===== config.mk =====
export PLATFORM = sky130hd
export DESIGN_NAME = axis_unpacker_flat
export DESIGN_NICKNAME = d
export VERILOG_FILES = /design/src/rtl/axis_pkg.sv /design/src/rtl/axis_unpacker_if.sv /design/src/rtl/axis_unpacker_lsb_onehot.sv /design/src/rtl/axis_unpacker.sv /design/src/flat_wrapper.sv
export SDC_FILE = /design/constraint.sdc
export NUM_CORES = 1
export LEC_CHECK = 0
export CAP_MARGIN = 20
export CELL_PAD_IN_SITES_DETAIL_PLACEMENT = 0
export CELL_PAD_IN_SITES_GLOBAL_PLACEMENT = 2
export CORE_ASPECT_RATIO = 0.75
export CORE_MARGIN = 4
export CORE_UTILIZATION = 34
export CTS_CLUSTER_DIAMETER = 40
export DETAILED_ROUTE_END_ITERATION = 6
export GPL_TIMING_DRIVEN = 1
export PLACE_DENSITY_LB_ADDON = 0.1
export SYNTH_ARGS = -nofsm -noshare
export SYNTH_HDL_FRONTEND = slang
export SYNTH_SLANG_ARGS = --single-unit

===== constraint.sdc =====
create_clock -name clk -period 2.8 [get_ports clk]
set_input_delay 0.28 -clock clk [delete_from_list [all_inputs] [get_ports clk]]
set_output_delay 0.28 -clock clk [all_outputs]
set_load 0.005 [all_outputs]

===== src/rtl/axis_pkg.sv =====
// Shared definitions for the packed AXI-Stream width converters.
// Holds default widths, word/beat types, the FSM state type and a ceiling-divide helper.
package axis_pkg;

    function automatic int unsigned CEIL(input int unsigned num, input int unsigned den);
        return (num + den - 1) / den;
    endfunction

    localparam int unsigned DEF_WORD_W         = 8;
    localparam int unsigned DEF_BUS_W          = 32;
    localparam int unsigned DEF_WORDS_PER_BEAT = CEIL(DEF_BUS_W, DEF_WORD_W);

    typedef logic [DEF_WORD_W-1:0]                         word_t;
    typedef logic [DEF_WORDS_PER_BEAT-1:0][DEF_WORD_W-1:0] beat_t;

    typedef enum logic {
        EMPTY = 1'b0,
        DRAIN = 1'b1
    } unpack_state_t;

endpackage


===== src/rtl/axis_unpacker_if.sv =====
// Bus bundle for axis_unpacker: wide packed slave stream in, single-word master stream out.
// The slave modport is the converter's view; master is the surrounding environment's view.
interface axis_unpacker_if
    import axis_pkg::*;
#(
    parameter int unsigned WORD_W         = DEF_WORD_W,
    parameter int unsigned WORDS_PER_BEAT = DEF_WORDS_PER_BEAT
) ();

    logic                             s_valid;
    logic                             s_ready;
    logic                             s_last;
    logic [WORDS_PER_BEAT-1:0]        s_keep;
    logic [WORDS_PER_BEAT*WORD_W-1:0] s_data;
    logic                             m_valid;
    logic                             m_ready;
    logic                             m_last;
    logic [WORD_W-1:0]                m_data;
    logic                             err_null_last;

    modport slave (
        input  s_valid, s_last, s_keep, s_data, m_ready,
        output s_ready, m_valid, m_last, m_data, err_null_last
    );

    modport master (
        output s_valid, s_last, s_keep, s_data, m_ready,
        input  s_ready, m_valid, m_last, m_data, err_null_last
    );

endinterface


===== src/rtl/axis_unpacker_lsb_onehot.sv =====
// Lowest-set-bit encoder: onehot of the lowest set bit, its index,
// and whether the vector has any / exactly one bit set.
module lsb_onehot #(
    parameter int unsigned N     = 4,
    parameter int unsigned IDX_W = (N > 1) ? $clog2(N) : 1
) (
    input  logic [N-1:0]     vec,
    output logic [N-1:0]     onehot,
    output logic [IDX_W-1:0] idx,
    output logic             any,
    output logic             single
);

    assign onehot = vec & (~vec + N'(1));
    assign any    = |vec;
    assign single = any & ~(|(vec & (vec - N'(1))));

    always_comb begin
        idx = '0;
        for (int i = 0; i < N; i++) begin
            if (onehot[i]) idx = IDX_W'(i);
        end
    end

endmodule


===== src/rtl/axis_unpacker.sv =====
// Wide-to-word AXI-Stream unpacker: emits the kept lanes of each beat one per cycle
// in lane order, marking the final kept word of the packet with m_last.
module axis_unpacker
    import axis_pkg::*;
#(
    parameter int unsigned WORD_W         = DEF_WORD_W,
    parameter int unsigned BUS_W          = DEF_BUS_W,
    parameter int unsigned WORDS_PER_BEAT = CEIL(BUS_W, WORD_W)
) (
    input  logic            clk,
    input  logic            rstn,
    axis_unpacker_if.slave  bus
);

    localparam int unsigned IDX_W = (WORDS_PER_BEAT > 1) ? $clog2(WORDS_PER_BEAT) : 1;

    typedef logic [WORDS_PER_BEAT-1:0][WORD_W-1:0] lanes_t;

    unpack_state_t             state_q, state_d;
    lanes_t                    data_q, data_d;
    logic [WORDS_PER_BEAT-1:0] keep_q, keep_d;
    logic                      last_q, last_d;
    logic                      null_d;
    logic                      s_ready_c;

    logic [WORD_W-1:0]         m_data_q;
    logic                      m_last_q;
    logic                      err_q;

    logic [WORDS_PER_BEAT-1:0] cur_onehot, nxt_onehot;
    logic [IDX_W-1:0]          cur_idx, nxt_idx;
    logic                      cur_any, nxt_any;
    logic                      cur_single, nxt_single;

    // Encoder on the held mask: selects the lane to clear and flags the last word of the beat.
    lsb_onehot #(.N(WORDS_PER_BEAT), .IDX_W(IDX_W)) u_cur (
        .vec    (keep_q),
        .onehot (cur_onehot),
        .idx    (cur_idx),
        .any    (cur_any),
        .single (cur_single)
    );

    // Encoder on the next mask: lets the output word and m_last be registered directly.
    lsb_onehot #(.N(WORDS_PER_BEAT), .IDX_W(IDX_W)) u_nxt (
        .vec    (keep_d),
        .onehot (nxt_onehot),
        .idx    (nxt_idx),
        .any    (nxt_any),
        .single (nxt_single)
    );

    logic unused_enc;
    assign unused_enc = ^{cur_idx, cur_any, nxt_onehot};

    always_comb begin
        keep_d    = keep_q;
        data_d    = data_q;
        last_d    = last_q;
        null_d    = 1'b0;
        s_ready_c = 1'b0;

        case (state_q)
            EMPTY: s_ready_c = 1'b1;
            DRAIN: begin
                // The final word and the next beat hand over in the same cycle.
                s_ready_c = bus.m_ready & cur_single;
                if (bus.m_ready) keep_d = keep_q & ~cur_onehot;
            end
        endcase

        // Null beats are swallowed; only a null beat carrying last is flagged.
        if (bus.s_valid && s_ready_c) begin
            if (|bus.s_keep) begin
                keep_d = bus.s_keep;
                data_d = bus.s_data;
                last_d = bus.s_last;
            end else begin
                null_d = bus.s_last;
            end
        end

        state_d = nxt_any ? DRAIN : EMPTY;
    end

    always_ff @(posedge clk or negedge rstn) begin
        if (!rstn) begin
            state_q  <= EMPTY;
            keep_q   <= '0;
            data_q   <= '0;
            last_q   <= 1'b0;
            m_data_q <= '0;
            m_last_q <= 1'b0;
            err_q    <= 1'b0;
        end else begin
            state_q  <= state_d;
            keep_q   <= keep_d;
            data_q   <= data_d;
            last_q   <= last_d;
            m_data_q <= data_d[nxt_idx];
            m_last_q <= last_d & nxt_single;
            err_q    <= null_d;
        end
    end

    assign bus.s_ready       = s_ready_c;
    assign bus.m_valid       = (state_q == DRAIN);
    assign bus.m_data        = m_data_q;
    assign bus.m_last        = m_last_q;
    assign bus.err_null_last = err_q;

endmodule


===== src/flat_wrapper.sv =====
// flat-port wrapper written by rule: the top's interface ports become plain ports
module axis_unpacker_flat import axis_pkg::*;
#(
    parameter int unsigned WORD_W         = DEF_WORD_W,
    parameter int unsigned BUS_W          = DEF_BUS_W,
    parameter int unsigned WORDS_PER_BEAT = CEIL(BUS_W, WORD_W)
)
  (clk, rstn, bus_s_valid, bus_s_last, bus_s_keep, bus_s_data, bus_m_ready, bus_s_ready, bus_m_valid, bus_m_last, bus_m_data, bus_err_null_last);
  axis_unpacker_if #(.WORD_W(WORD_W), .WORDS_PER_BEAT(WORDS_PER_BEAT)) bus_i ();
  input  logic clk;
  input  logic rstn;
  input wire logic [$bits(bus_i.s_valid)-1:0] bus_s_valid;
  input wire logic [$bits(bus_i.s_last)-1:0] bus_s_last;
  input wire logic [$bits(bus_i.s_keep)-1:0] bus_s_keep;
  input wire logic [$bits(bus_i.s_data)-1:0] bus_s_data;
  input wire logic [$bits(bus_i.m_ready)-1:0] bus_m_ready;
  output wire logic [$bits(bus_i.s_ready)-1:0] bus_s_ready;
  output wire logic [$bits(bus_i.m_valid)-1:0] bus_m_valid;
  output wire logic [$bits(bus_i.m_last)-1:0] bus_m_last;
  output wire logic [$bits(bus_i.m_data)-1:0] bus_m_data;
  output wire logic [$bits(bus_i.err_null_last)-1:0] bus_err_null_last;
  assign bus_i.s_valid = bus_s_valid;
  assign bus_i.s_last = bus_s_last;
  assign bus_i.s_keep = bus_s_keep;
  assign bus_i.s_data = bus_s_data;
  assign bus_i.m_ready = bus_m_ready;
  assign bus_s_ready = bus_i.s_ready;
  assign bus_m_valid = bus_i.m_valid;
  assign bus_m_last = bus_i.m_last;
  assign bus_m_data = bus_i.m_data;
  assign bus_err_null_last = bus_i.err_null_last;
  axis_unpacker #(.WORD_W(WORD_W), .BUS_W(BUS_W), .WORDS_PER_BEAT(WORDS_PER_BEAT)) u_core (.clk(clk), .rstn(rstn), .bus(bus_i));
endmodule

==> out/qor.yml <==
outcome:
  status: "completed"
sta:
  hold_viol_final: 0
  slew_headroom: 0.421
  final.min_clock_period_ps: 2560
  fin_skew_ps: 9.13
  clock.fmax_mhz: 390
  tightest_slew_ps: 869
  slew_violations: 0
  min_period_over_period: 0.915
  fin_ws_ps: 237
  setup_viol: 0
  rsz0062_at_grt: "no"
synthesis:
  yosys_warnings: 0
  yosys-top-cells-area: "dfrtp_1 (51%), mux2_4 (12%), mux2_2 (6.2%), o211ai_2 (4.3%), a22oi_1 (2.6%)"
  async_flop_share: 1.00
  seq_area_frac_synth: 0.513
  ys_top_cells_by_count: "dfrtp_1 (48), mux2_4 (18), mux2_2 (13), o21ai_0 (9)"
  syn_avg_cell_area_um2: 14.6
  synth.cell_area_mm2: 0.00234
  synth.largest_area_cell: "dfrtp_1"
  synth_flop_cell: "dfrtp_1"
  synthCells: 160
  synth_cell_type_count: 42
  syn-num-nets: 201
  synth_top_area_frac: 0.513
  ys_ff_latch: 48
  synth-edff-count: 0
  yosysMostFrequentCell: "dfrtp_1"
global_route:
  grt_usage: 0.144
  grt_pass1_vias: 1730
  grt_pass1_wl_mm: 9.29
  antenna_found_initial: 0
  grt_overflow: 0
  grt_max_degree: 49
drt:
  drc: 0
  detail_route.vias_per_cell: 5.04
  antenna_left: 0
  wirelength_mm: 5.71
  first_pass_iters: 4
  vias: 1573
  wire_per_inst_um: 18.3
  drt-initial-drc-count: 74
placed_design:
  gp_congestion: 0.709
  portBuffers: 52
  dp_hpwl_mm: 4.07
  dp_slack_ps: -96.5
critical_path:
  cp-start-kind: "register"
  crit_path_max_incr_delay_ps: 700
  crit_path_end_kind: "register"
  cp_max_fo: 10
  crit_slowest_cell: "a21oi_2"
  critPathKind: "reg2reg"
  required_ps: 2970
  crit_chain: "nor4b_1, o21ai_2, a21oi_2, mux2_4, a22oi_1, o211ai_2"
  arrival_ps: 2730
floorplanning:
  design.die.area_mm2: 0.00830
  num_io_pins: 53
  initial_core_util: 0.360
  die_w_um: 104
  core_mm2: 0.00651
  die_y_um: 79.9
  placement_rows: 25
cts:
  cts_buffers: 5
  cts_sinks: 48
  htree_num_levels: 2
  root_buffer: "clkbuf_8"
  cts_tree: "yes"
  cts.path.max_buffers: 2
  clk_pin_slew_worst_paths_ps: 80
  clkLatencyLatePin_ps: 300
  cts-resized-gates: 0
layout:
  n_antenna_cell: 0
  final_nets: 271
  areaGrowthSynthToFinish_pct: 34.1
  post_route_cells_drive_above_1_share: 0.342
  final_core_util: 0.483
worst_hold_path:
  hold_path_class: "in2async"
pwr:
  p_leak_nw: 1.30
  irDropWorstVdd_v: 0.000356
  p_total_w: 0.00357
  p_per_area_mw_per_mm2: 1140
run:
  drv_cap: 0
where the power goes:
| part | internal [W] | switching (W) | total [W] |
|---|---|---|---|
| sequential | 0.00104 | 0.000122 | 0.00117 |
| clock | 0.000264 | 0.000230 | 0.000494 |
| combinational | 0.000970 | 0.000936 | 0.00191 |
final cells by class:
type,instances,area [um^2]
Clock buffer,5,68.8
Sequential cell,48,1200
Inverter,2,7.51
Tap cell,81,101
Timing Repair Buffer,68,651
Multi-Input combinational cell,105,1070
Clock inverter,3,42.5
Fill cell,596,3360
cells in the final DEF (no fill, tap or decap), types with 2 or more instances in the layout:
master and count:
clkdlybuf4s50_1 51, dfrtp_1 48, mux2_4 18, buf_4 14
mux2_2 13, o21ai_0 9, a22oi_1 8, nand4_1 8
o211ai_2 8, nand2_1 6, clkbuf_8 5, a21oi_1 3
nor2_1 2, o21ai_1 2, and3_1 2, mux2_1 2
worst max-delay path, delay by kind of cell (launching register included):
kind,cells,cell delay [ps]
compound gates,4,1240
flops,1,430
simple gates,1,400
mux,1,360
sequential cells by signal, indices dropped and copies added, names as in the netlist:
name,cells
u_core.bus.err_null_last,1
u_core.bus.m_data,8
u_core.bus.m_last,1
u_core.bus.m_valid,1
u_core.data_q,32
u_core.keep_q,4
u_core.last_q,1
through the flow:
step	instances	instance area, um^2	hold WS (ps)	TNS [ps]
final	312	3140	411	0
after global routing	312	3140	431	0
after CTS	310	3110	202	0
after detailed placement	301	2990	471	-439
after global placement	301	2990	468	-18.5
after floorplan	160	2340	-15.6	0
timing repair:
| item | in CTS | in global routing |
|---|---|---|
| hold buffers | 0 | 1 |
| endpoints found under the hold margin | 0 | 12 |
| buffers inserted | 0 | 0 |
| setup endpoints to repair | 7 | 0 |
metal layers:
| layer | vias up | track usage | share of wire |
|---|---|---|---|
| li1 | 753 | - | - |
| met4 | 0 | 0.0345 | 0.0081 |
| met3 | 7 | 0.0404 | 0.048 |
| met1 | 774 | 0.187 | 0.47 |
| met5 | - | 0 | 0 |
| met2 | 39 | 0.239 | 0.48 |
kinds of logic after synthesis:
kind of cell	count (synthesis)	share of synthesized area
XOR/XNOR	1	0.00374
flip-flops	48	0.513
buffers and inverters	8	0.0347
multiplexers	33	0.187
AND/OR/NAND/NOR	26	0.0689
AO/OA/AOI/OAI	43	0.188
adder cells (fa/ha/maj)	1	0.00427
path summary, 6_finish.rpt:
kind | slack, ps | end | from | cells past startpoint
max reg2reg | 240 | u_core.bus.m_data[3]$_DFF_PN0_ | u_core.keep_q[2]$_DFF_PN0_ | 6
max in group asynchronous | 1900 | u_core.data_q[29]$_DFF_PN0_ | rstn | 3
min reg2reg | 490 | u_core.data_q[30]$_DFF_PN0_ | u_core.data_q[30]$_DFF_PN0_ | 1
min in group clk | 490 | u_core.data_q[30]$_DFF_PN0_ | u_core.data_q[30]$_DFF_PN0_ | 1
min | 410 | u_core.data_q[31]$_DFF_PN0_ | rstn | 2
max | 240 | u_core.bus.m_data[3]$_DFF_PN0_ | u_core.keep_q[2]$_DFF_PN0_ | 6
(Power assumes the default switching activity.)
